--- src/rtl/ring_node_if.sv ---
// ring_node_if: PU and ring packet ports of one ring stop
interface ring_node_if #(
  parameter int PKT_W = 32,
  parameter int FIFO_DEPTH = 4
);
  logic [PKT_W-1:0] pu_tx;
  logic [PKT_W-1:0] pu_rx;
  logic [PKT_W-1:0] ring_in;
  logic [PKT_W-1:0] ring_out;
  logic [$clog2(FIFO_DEPTH):0] fifo_count;
  logic overflow;
  modport master (output pu_tx, ring_in, input pu_rx, ring_out, fifo_count, overflow);
  modport slave (input pu_tx, ring_in, output pu_rx, ring_out, fifo_count, overflow);
endinterface

--- src/rtl/ring_node.sv ---
// ring_node: ring stop that ejects local packets, forwards the rest and injects PU packets into free slots
module ring_node #(
  parameter logic [1:0] NODE_ID = 2'd0,
  parameter int PKT_W = 32,
  parameter int FIFO_DEPTH = 4
) (
  input logic clk,
  input logic rst,
  ring_node_if.slave bus
);
  localparam int AW = $clog2(FIFO_DEPTH);
  localparam int CW = AW + 1;
  logic [PKT_W-1:0] mem [FIFO_DEPTH];
  logic [AW-1:0] rd, wr;
  logic [CW-1:0] cnt;
  logic [PKT_W-1:0] rx_q, out_q;
  logic ovf_q;
  logic in_v, eject, fwd, pop, tx_v, full, push;
  assign in_v = bus.ring_in[PKT_W-1];
  assign eject = in_v && bus.ring_in[PKT_W-2 -: 2] == NODE_ID;
  assign fwd = in_v && !eject;
  assign pop = !fwd && cnt != '0;
  assign tx_v = bus.pu_tx[PKT_W-1];
  assign full = cnt == CW'(FIFO_DEPTH);
  assign push = tx_v && (!full || pop);
  assign bus.pu_rx = rx_q;
  assign bus.ring_out = out_q;
  assign bus.fifo_count = cnt;
  assign bus.overflow = ovf_q;
  // FIFO storage; stale entries are unreachable once the pointers reset
  always_ff @(posedge clk)
    if (push) mem[wr] <= bus.pu_tx;
  // pointers, occupancy, sticky drop flag and registered ring/PU outputs
  always_ff @(posedge clk) begin
    if (!rst) begin
      rd <= '0;
      wr <= '0;
      cnt <= '0;
      ovf_q <= 1'b0;
      rx_q <= '0;
      out_q <= '0;
    end else begin
      rd <= pop ? rd + AW'(1) : rd;
      wr <= push ? wr + AW'(1) : wr;
      cnt <= cnt + CW'(push) - CW'(pop);
      ovf_q <= ovf_q || (tx_v && !push);
      rx_q <= eject ? bus.ring_in : '0;
      out_q <= fwd ? bus.ring_in : pop ? mem[rd] : '0;
    end
  end
endmodule

--- src/flat_wrapper.sv ---
// flat-port wrapper written by rule: the top's interface ports become plain ports
module ring_node_flat 
#(
  parameter logic [1:0] NODE_ID = 2'd0,
  parameter int PKT_W = 32,
  parameter int FIFO_DEPTH = 4
)
  (clk, rst, bus_pu_tx, bus_ring_in, bus_pu_rx, bus_ring_out, bus_fifo_count, bus_overflow);
  ring_node_if #(.PKT_W(PKT_W), .FIFO_DEPTH(FIFO_DEPTH)) bus_i ();
  input logic clk;
  input logic rst;
  input wire logic [$bits(bus_i.pu_tx)-1:0] bus_pu_tx;
  input wire logic [$bits(bus_i.ring_in)-1:0] bus_ring_in;
  output wire logic [$bits(bus_i.pu_rx)-1:0] bus_pu_rx;
  output wire logic [$bits(bus_i.ring_out)-1:0] bus_ring_out;
  output wire logic [$bits(bus_i.fifo_count)-1:0] bus_fifo_count;
  output wire logic [$bits(bus_i.overflow)-1:0] bus_overflow;
  assign bus_i.pu_tx = bus_pu_tx;
  assign bus_i.ring_in = bus_ring_in;
  assign bus_pu_rx = bus_i.pu_rx;
  assign bus_ring_out = bus_i.ring_out;
  assign bus_fifo_count = bus_i.fifo_count;
  assign bus_overflow = bus_i.overflow;
  ring_node #(.NODE_ID(NODE_ID), .PKT_W(PKT_W), .FIFO_DEPTH(FIFO_DEPTH)) u_core (.clk(clk), .rst(rst), .bus(bus_i));
endmodule
--- config.mk ---
export PLATFORM = sky130hd
export DESIGN_NAME = ring_node_flat
export DESIGN_NICKNAME = d
export VERILOG_FILES = /design/src/rtl/ring_node_if.sv /design/src/rtl/ring_node.sv /design/src/flat_wrapper.sv
export SDC_FILE = /design/constraint.sdc
export NUM_CORES = 1
export LEC_CHECK = 0
export BUFFER_PORTS_ARGS = -buffer_cell sky130_fd_sc_hd__buf_2
export CORE_UTILIZATION = 35
export CTS_CLUSTER_DIAMETER = 100
export DETAILED_ROUTE_END_ITERATION = 10
export PLACE_DENSITY = 0.56
export SETUP_SLACK_MARGIN = 0.05
export SYNTH_ARGS = -nofsm -noshare
export SYNTH_HDL_FRONTEND = slang
export SYNTH_SLANG_ARGS = --single-unit
--- constraint.sdc ---
create_clock -name clk -period 3.2 [get_ports clk]
set_clock_uncertainty 0.05 [all_clocks]
set_input_delay 0.64 -clock clk [delete_from_list [all_inputs] [get_ports clk]]
set_output_delay 0.64 -clock clk [all_outputs]
set_load 0.02 [all_outputs]
==> run summary, run 1 <==
Iter 0 DRT Violations -> 186
Die Y -> 143 um
GRT Util Overall -> 13.6%
vias post-DR -> 3,607
kind of critical path -> flop to flop
Die W -> 143 um
CTS Hold Bufs -> 0
Worst Hold Launch -> bus_pu_tx[12]
IO buf count -> 133
Met3 Wirelength -> 631 um
Worst EP required -> 3560 ps
hpwl dp -> 8750 um
max layer used -> met4
drt drc -> 0
H-tree levels -> 1
Routed WL per cell -> 17.3 um
CP arrival -> 2720 ps
net count reported at finish -> 586
synthesized cell area -> 0.00697 mm2
die area -> 0.0205 mm2
worst r2r dst -> u_core.bus.fifo_count[2]$_SDFF_PN0_
clk_lat worst skew -> 490 ps
slowest stage delay, CP -> 450 ps
post-route insts no fill -> 794
post-synthesis cell count -> 364
dpl cells -> 754
largest net degree at the start of global routing -> 33
worst path cell trace -> nor3_2 > nor2_1 > ha_1 > inv_1 > ha_1 > inv_1 > fa_1 > xor2_1 > and2_1 > nor3_1
ANT nets after route -> 0
global route overflow -> 0
layout cells sized above 1 -> 40.1%
TNS Setup -> 0 ps
number of global-route vias before repair -> 3,778
RSZ-0062 raised after global routing -> false
Final Hold Viols -> 0
commonest non-fill, non-tap cells in the layout -> buf_2 (133), edfxtp_1 (128), dfxtp_1 (72)
Via density -> 4.54
Reg2Reg Depth -> 10
clock buffer depth -> 3
final setup vio count -> 0
Worst Hold Class -> primary input to flop
Routed met1 length -> 6030 um
Max Clock Freq -> 423 MHz
Yosys warning count -> 0
Starting Density -> 35.8%
Period minus WS final -> 2360 ps
setup bufs post-CTS -> 0
clk slew on worst S/H paths -> 60 ps
crit-path max FO -> 7
DRT Pass-1 Iters -> 4
final-report max-slew violation count -> 0
VDD IR max -> 0.407 mV
start of the worst register-to-register path -> u_core.bus.fifo_count[2]$_SDFF_PN0_
flops & latches, synth -> 202
CTS Buf Count -> 22
most common cell after layout, fill and taps aside -> buf_2
Placeable Area -> 0.0195 mm2
Max Cap Viol -> 0
first-pass GRT wire length -> 20,900 um
Hold Path Sink -> u_core.mem[0][12]$_DFFE_PP_
hold path cells -> 1
area growth from synthesis to layout -> 24.5%
sequential fraction of the synthesis area -> 76.4%
Design Power -> 6.66 mW
Placer Congestion -> 0.747
Worst Tran Pin Value -> 894 ps
antenna violations before repair -> 0
Post-CTS Resized -> 0
Worst setup SP type -> flop
io pins -> 134
final worst-path cycle share -> 73.8%
status -> complete, no violations
Root Buffer -> clkbuf_16
n_diodes -> 0
Leak Pwr -> 3.34 nW
clock sinks -> 202
critical path's slowest cell -> nor3_2
Slew HR -> 40.4%
DR WL met2 -> 6840 um
r2r setup slk -> 840 ps
Total Routed Length -> 13,700 um
Cell Pwr Density -> 767 mW/mm2
CTS tree -> yes
# rows -> 51
CP Capture Type -> flop
Netlist cell types -> 30
Syn Area/Cell -> 19.1 um2
## registers in the layout, summed over array words and instances, names as in the netlist, named ones only
register               flops
u_core.bus.pu_rx          32
u_core.bus.ring_out       32
u_core.bus.overflow        1
u_core.mem               128
u_core.rd                  2
u_core.bus.fifo_count      3
u_core.wr                  2
## layer usage
metal	global-route usage, %	vias to the layer above
met1	17.6	1784
li1	-	1713
met3	2.68	18
met2	22.8	92
met5	0	-
met4	4.64	0
## worst max-delay path: cells and delay by family (launching register included)
family | cells | cell delay (ps)
and+or+nand+nor | 4 | 830
adders and majority gates | 3 | 780
DFF | 1 | 370
xor gates and xnor gates | 1 | 160
buffers and inverters | 2 | 110
## cell type report
type	count	area (um2)
Clock buffer	28	594
Fill cell	1700	10800
Timing Repair Buffer	142	771
Sequential cell	202	5330
Tap cell	265	332
Clock inverter	12	103
Inverter	8	30.0
Multi-Input combinational cell	137	1520
## cells in the mapped netlist (all sizes together)
library cell | count | area, um2
edfxtp | 128 | 3840
dfxtp | 74 | 1480
and2 | 36 | 225
mux4 | 32 | 724
a22o | 29 | 254
buf | 14 | 100
inv | 8 | 30.0
ha | 6 | 75.1
nor2 | 6 | 22.5
nand2 | 5 | 18.8
clkbuf | 4 | 15.0
nor3 | 4 | 30.0
a21oi | 3 | 15.0
a32o | 2 | 20.0
mux2i | 2 | 20.0
a21o | 1 | 7.51
a31oi | 1 | 12.5
a41oi | 1 | 8.76
conb | 1 | 3.75
fa | 1 | 20.0
o21a | 1 | 7.51
o21ai | 1 | 5.00
o31ai | 1 | 7.51
or3 | 1 | 6.26
or4 | 1 | 7.51
xor2 | 1 | 8.76
## worst max-delay path by stage
stage | endpoint | startpoint | slack, ps
6_report | u_core.bus.fifo_count[2]$_SDFF_PN0_ | u_core.bus.fifo_count[2]$_SDFF_PN0_ | 840
5_1_grt | u_core.bus.fifo_count[2]$_SDFF_PN0_ | u_core.bus.fifo_count[2]$_SDFF_PN0_ | 590
4_1_cts | u_core.bus.fifo_count[2]$_SDFF_PN0_ | u_core.bus.fifo_count[2]$_SDFF_PN0_ | 830
3_5_place_dp | u_core.bus.fifo_count[2]$_SDFF_PN0_ | bus_ring_in[30] | 490
3_3_place_gp | u_core.bus.fifo_count[2]$_SDFF_PN0_ | bus_ring_in[30] | 550
2_1_floorplan | u_core.mem[0][0]$_DFFE_PP_ | bus_ring_in[30] | 660
## cells by family (layout without fill, tap and decap cells)
logic type                 Yosys count  in the layout  synth area share (%)
DFF                                202            202                  76.4
and+or+nand+nor                     53             53                  4.45
AOI/OAI and AO/OA                   40             40                  4.85
muxes                               34             34                  10.7
buffers and inverters               26            190                  2.08
adders and majority gates            7              7                  1.36
other                                1              2                0.0538
xor gates and xnor gates             1              1                 0.126
## stage by stage
| step | instance area (um2) | hold slack (ps) | utilization, % | setup WS [ps] |
|---|---|---|---|---|
| 2_1_floorplan | 6970 | 403 | - | 662 |
| 3_3_place_gp | 7980 | 415 | 41.0 | 549 |
| 3_5_place_dp | 7980 | 413 | 41.0 | 491 |
| 4_1_cts | 8680 | 288 | 44.6 | 833 |
| 5_1_grt | 8680 | 302 | 44.6 | 591 |
| 6_report | 8680 | 308 | 44.6 | 838 |
## power breakdown
group | internal, mW | total (mW) | switching [mW]
clock network | 1.47 | 2.41 | 0.945
registers | 3.03 | 3.19 | 0.163
logic | 0.508 | 1.06 | 0.547
No activity file was read; power rests on OpenSTA's default activity.
==> run 2: changes to the inputs <==
--- a/config.mk
+++ b/config.mk
@@ -9,7 +9,7 @@
 export CORE_UTILIZATION = 35
 export CTS_CLUSTER_DIAMETER = 100
 export DETAILED_ROUTE_END_ITERATION = 10
-export PLACE_DENSITY = 0.56
+export PLACE_DENSITY = 0.58
 export SETUP_SLACK_MARGIN = 0.05
 export SYNTH_ARGS = -nofsm -noshare
 export SYNTH_HDL_FRONTEND = slang
==> constraint.sdc (replaced) <==
create_clock -name clk -period 2.05 [get_ports clk]
set_clock_uncertainty 0.05 [all_clocks]
set_input_delay 0.41 -clock clk [delete_from_list [all_inputs] [get_ports clk]]
set_output_delay 0.41 -clock clk [all_outputs]
set_load 0.02 [all_outputs]
==> run summary, run 2 (synthesis results as in run 1) <==
status -> complete, no violations
CTS Hold Bufs -> 0
fin area -> 0.00901 mm2
Placeable Area -> 0.0195 mm2
largest net degree at the start of global routing -> 25
Worst Hold Class -> primary input to flop
Starting Density -> 35.8%
Leak Pwr -> 3.49 nW
FF/Latch Area -> 0.00533 mm2
Iter 0 DRT Violations -> 206
Worst EP required -> 2370 ps
clock sinks -> 202
Die W -> 143 um
slowest stage delay, CP -> 350 ps
critical path endpoint -> u_core.bus.fifo_count[2]$_SDFF_PN0_
commonest non-fill, non-tap cells in the layout -> buf_2 (133), edfxtp_1 (128), dfxtp_1 (69)
number of global-route vias before repair -> 3,909
vias post-DR -> 3,724
Worst setup SP type -> flop
DP Area -> 0.00820 mm2
most common cell after layout, fill and taps aside -> buf_2
max reg flops -> 128
Period minus WS final -> 2040 ps
pre-CTS WS -> -163 ps
IO buf count -> 133
H-tree levels -> 1
final worst-path cycle share -> 99.5%
CTS Buf Count -> 22
CP Buf/Inv Count -> 2
hpwl dp -> 9460 um
Reg2Reg Depth -> 10
final-report max-slew violation count -> 0
Final Hold Viols -> 0
layout cells sized above 1 -> 44.3%
Die Y -> 143 um
area growth from synthesis to layout -> 29.3%
GRT Util Overall -> 14.1%
Fillers -> 1,687
start of the worst register-to-register path -> u_core.bus.fifo_count[2]$_SDFF_PN0_
critical path's slowest cell -> dfxtp_4
# rows -> 51
CTS tree -> yes
critical path depth in cells -> 10
worst r2r dst -> u_core.bus.fifo_count[2]$_SDFF_PN0_
clk slew on worst S/H paths -> 60 ps
antenna violations before repair -> 2
first-pass GRT wire length -> 21,400 um
VDD IR max -> 0.479 mV
Placer Congestion -> 0.717
crit-path max FO -> 2
Critical Path Source -> u_core.bus.fifo_count[2]$_SDFF_PN0_
final setup vio count -> 0
Max Clock Freq -> 490 MHz
Max Cap Viol -> 0
Root Buffer -> clkbuf_16
worst path cell trace -> nor3_4 > nor2_2 > ha_1 > inv_1 > ha_1 > inv_1 > fa_2 > xor2_1 > and2_1 > nor3_2
ANT nets after route -> 0
final worst setup slack -> 9.78 ps
global route overflow -> 0
net count reported at finish -> 603
die area -> 0.0205 mm2
RSZ-0062 raised after global routing -> true
DRT Pass-1 Iters -> 4
r2r setup slk -> 10 ps
Total Routed Length -> 14,200 um
CP Capture Type -> flop
io pins -> 134
CP arrival -> 2360 ps
Biggest register -> u_core.mem
Routed WL per cell -> 17.5 um
Worst path top cell family by delay -> adder cells
Cell Pwr Density -> 1220 mW/mm2
clk_lat worst skew -> 490 ps
drt drc -> 0
clock buffer depth -> 3
kind of critical path -> flop to flop
Via density -> 4.59
area of the multi-input gates -> 0.00155 mm2
## run 2: changes by cell type in the layout (fill, tap and decap cells not counted), sizes merged
| cell | delta |
|---|---|
| bufinv | +2 |
| clkinv | -3 |
| buf | +17 |
| diode | +1 |
| inv | +1 |
| clkbuf | -1 |
| clkinvlp | +1 |
## run 2: area by class of cell
| class | count | share of cell area (%) |
|---|---|---|
| Inverter | 8 | 0.333 |
| Multi-Input combinational cell | 137 | 17.2 |
| Clock inverter | 13 | 1.89 |
| Sequential cell | 202 | 59.2 |
| Timing Repair Buffer | 159 | 10.9 |
| Tap cell | 265 | 3.68 |
| Clock buffer | 27 | 6.78 |
| Antenna cell | 1 | 0.0278 |
## run 2: worst min path at each step
stage / startpoint / endpoint / cells after the start / slack [ps]
after floorplan: u_core.rd[1]$_SDFFE_PN0P_ / flop / 2 / 400
after global placement: u_core.rd[1]$_SDFFE_PN0P_ / flop / 2 / 410
after detailed placement: u_core.bus.overflow$_SDFF_PN0_ / u_core.bus.overflow$_SDFF_PN0_ / 2 / 420
after CTS: bus_ring_in[25] / u_core.bus.pu_rx[25]$_SDFF_PN0_ / 2 / 60
after global routing: bus_ring_in[25] / u_core.bus.pu_rx[25]$_SDFF_PN0_ / 2 / 60
final: bus_ring_in[25] / u_core.bus.pu_rx[25]$_SDFF_PN0_ / 2 / 80
## run 2: report_power, final
part	leakage, nW	total [mW]	switching (mW)	internal (mW)
Sequential	1.78	4.87	0.132	4.73
Combinational	1.33	1.99	1.04	0.948
Clock	0.384	4.14	1.52	2.62
## run 2: what timing repair did
| item | in CTS | in global routing |
|---|---|---|
| pin swaps | 1 | 1 |
| endpoints found under the hold margin | 0 | 0 |
| resized for setup | 1 | 1 |
| setup endpoints to repair | 1 | 1 |
| setup buffers | 2 | 0 |
## run 2: worst register-to-register path, cell delays in order, from the launching register on
cell and delay [ps]:
dfxtp_4 350, nor3_4 200, nor2_2 60, ha_1 280, inv_1 60, ha_1 140
inv_1 50, fa_2 320, xor2_1 200, and2_1 170, nor3_2 40
## run 2: per-layer routing
layer,wire (um),GRT usage [%],vias to the layer above
li1,-,-,1738
met1,5800,16.7,1833
met2,7210,25.1,127
met3,1010,3.79,22
met4,179,3.79,4
met5,21,0,-
## run 2: stage by stage
step	util [%]	TNS (ps)	cells	hold WS [ps]	total power, mW
2_1_floorplan	-	-16.5	365	403	6.23
3_5_place_dp	42.2	-195	769	422	6.94
4_1_cts	46.3	0	811	62.2	11.2
6_report	46.3	0	812	83.7	11.0
5_1_grt	46.3	-112	811	63.0	11.5
3_3_place_gp	42.2	-136	769	415	6.89
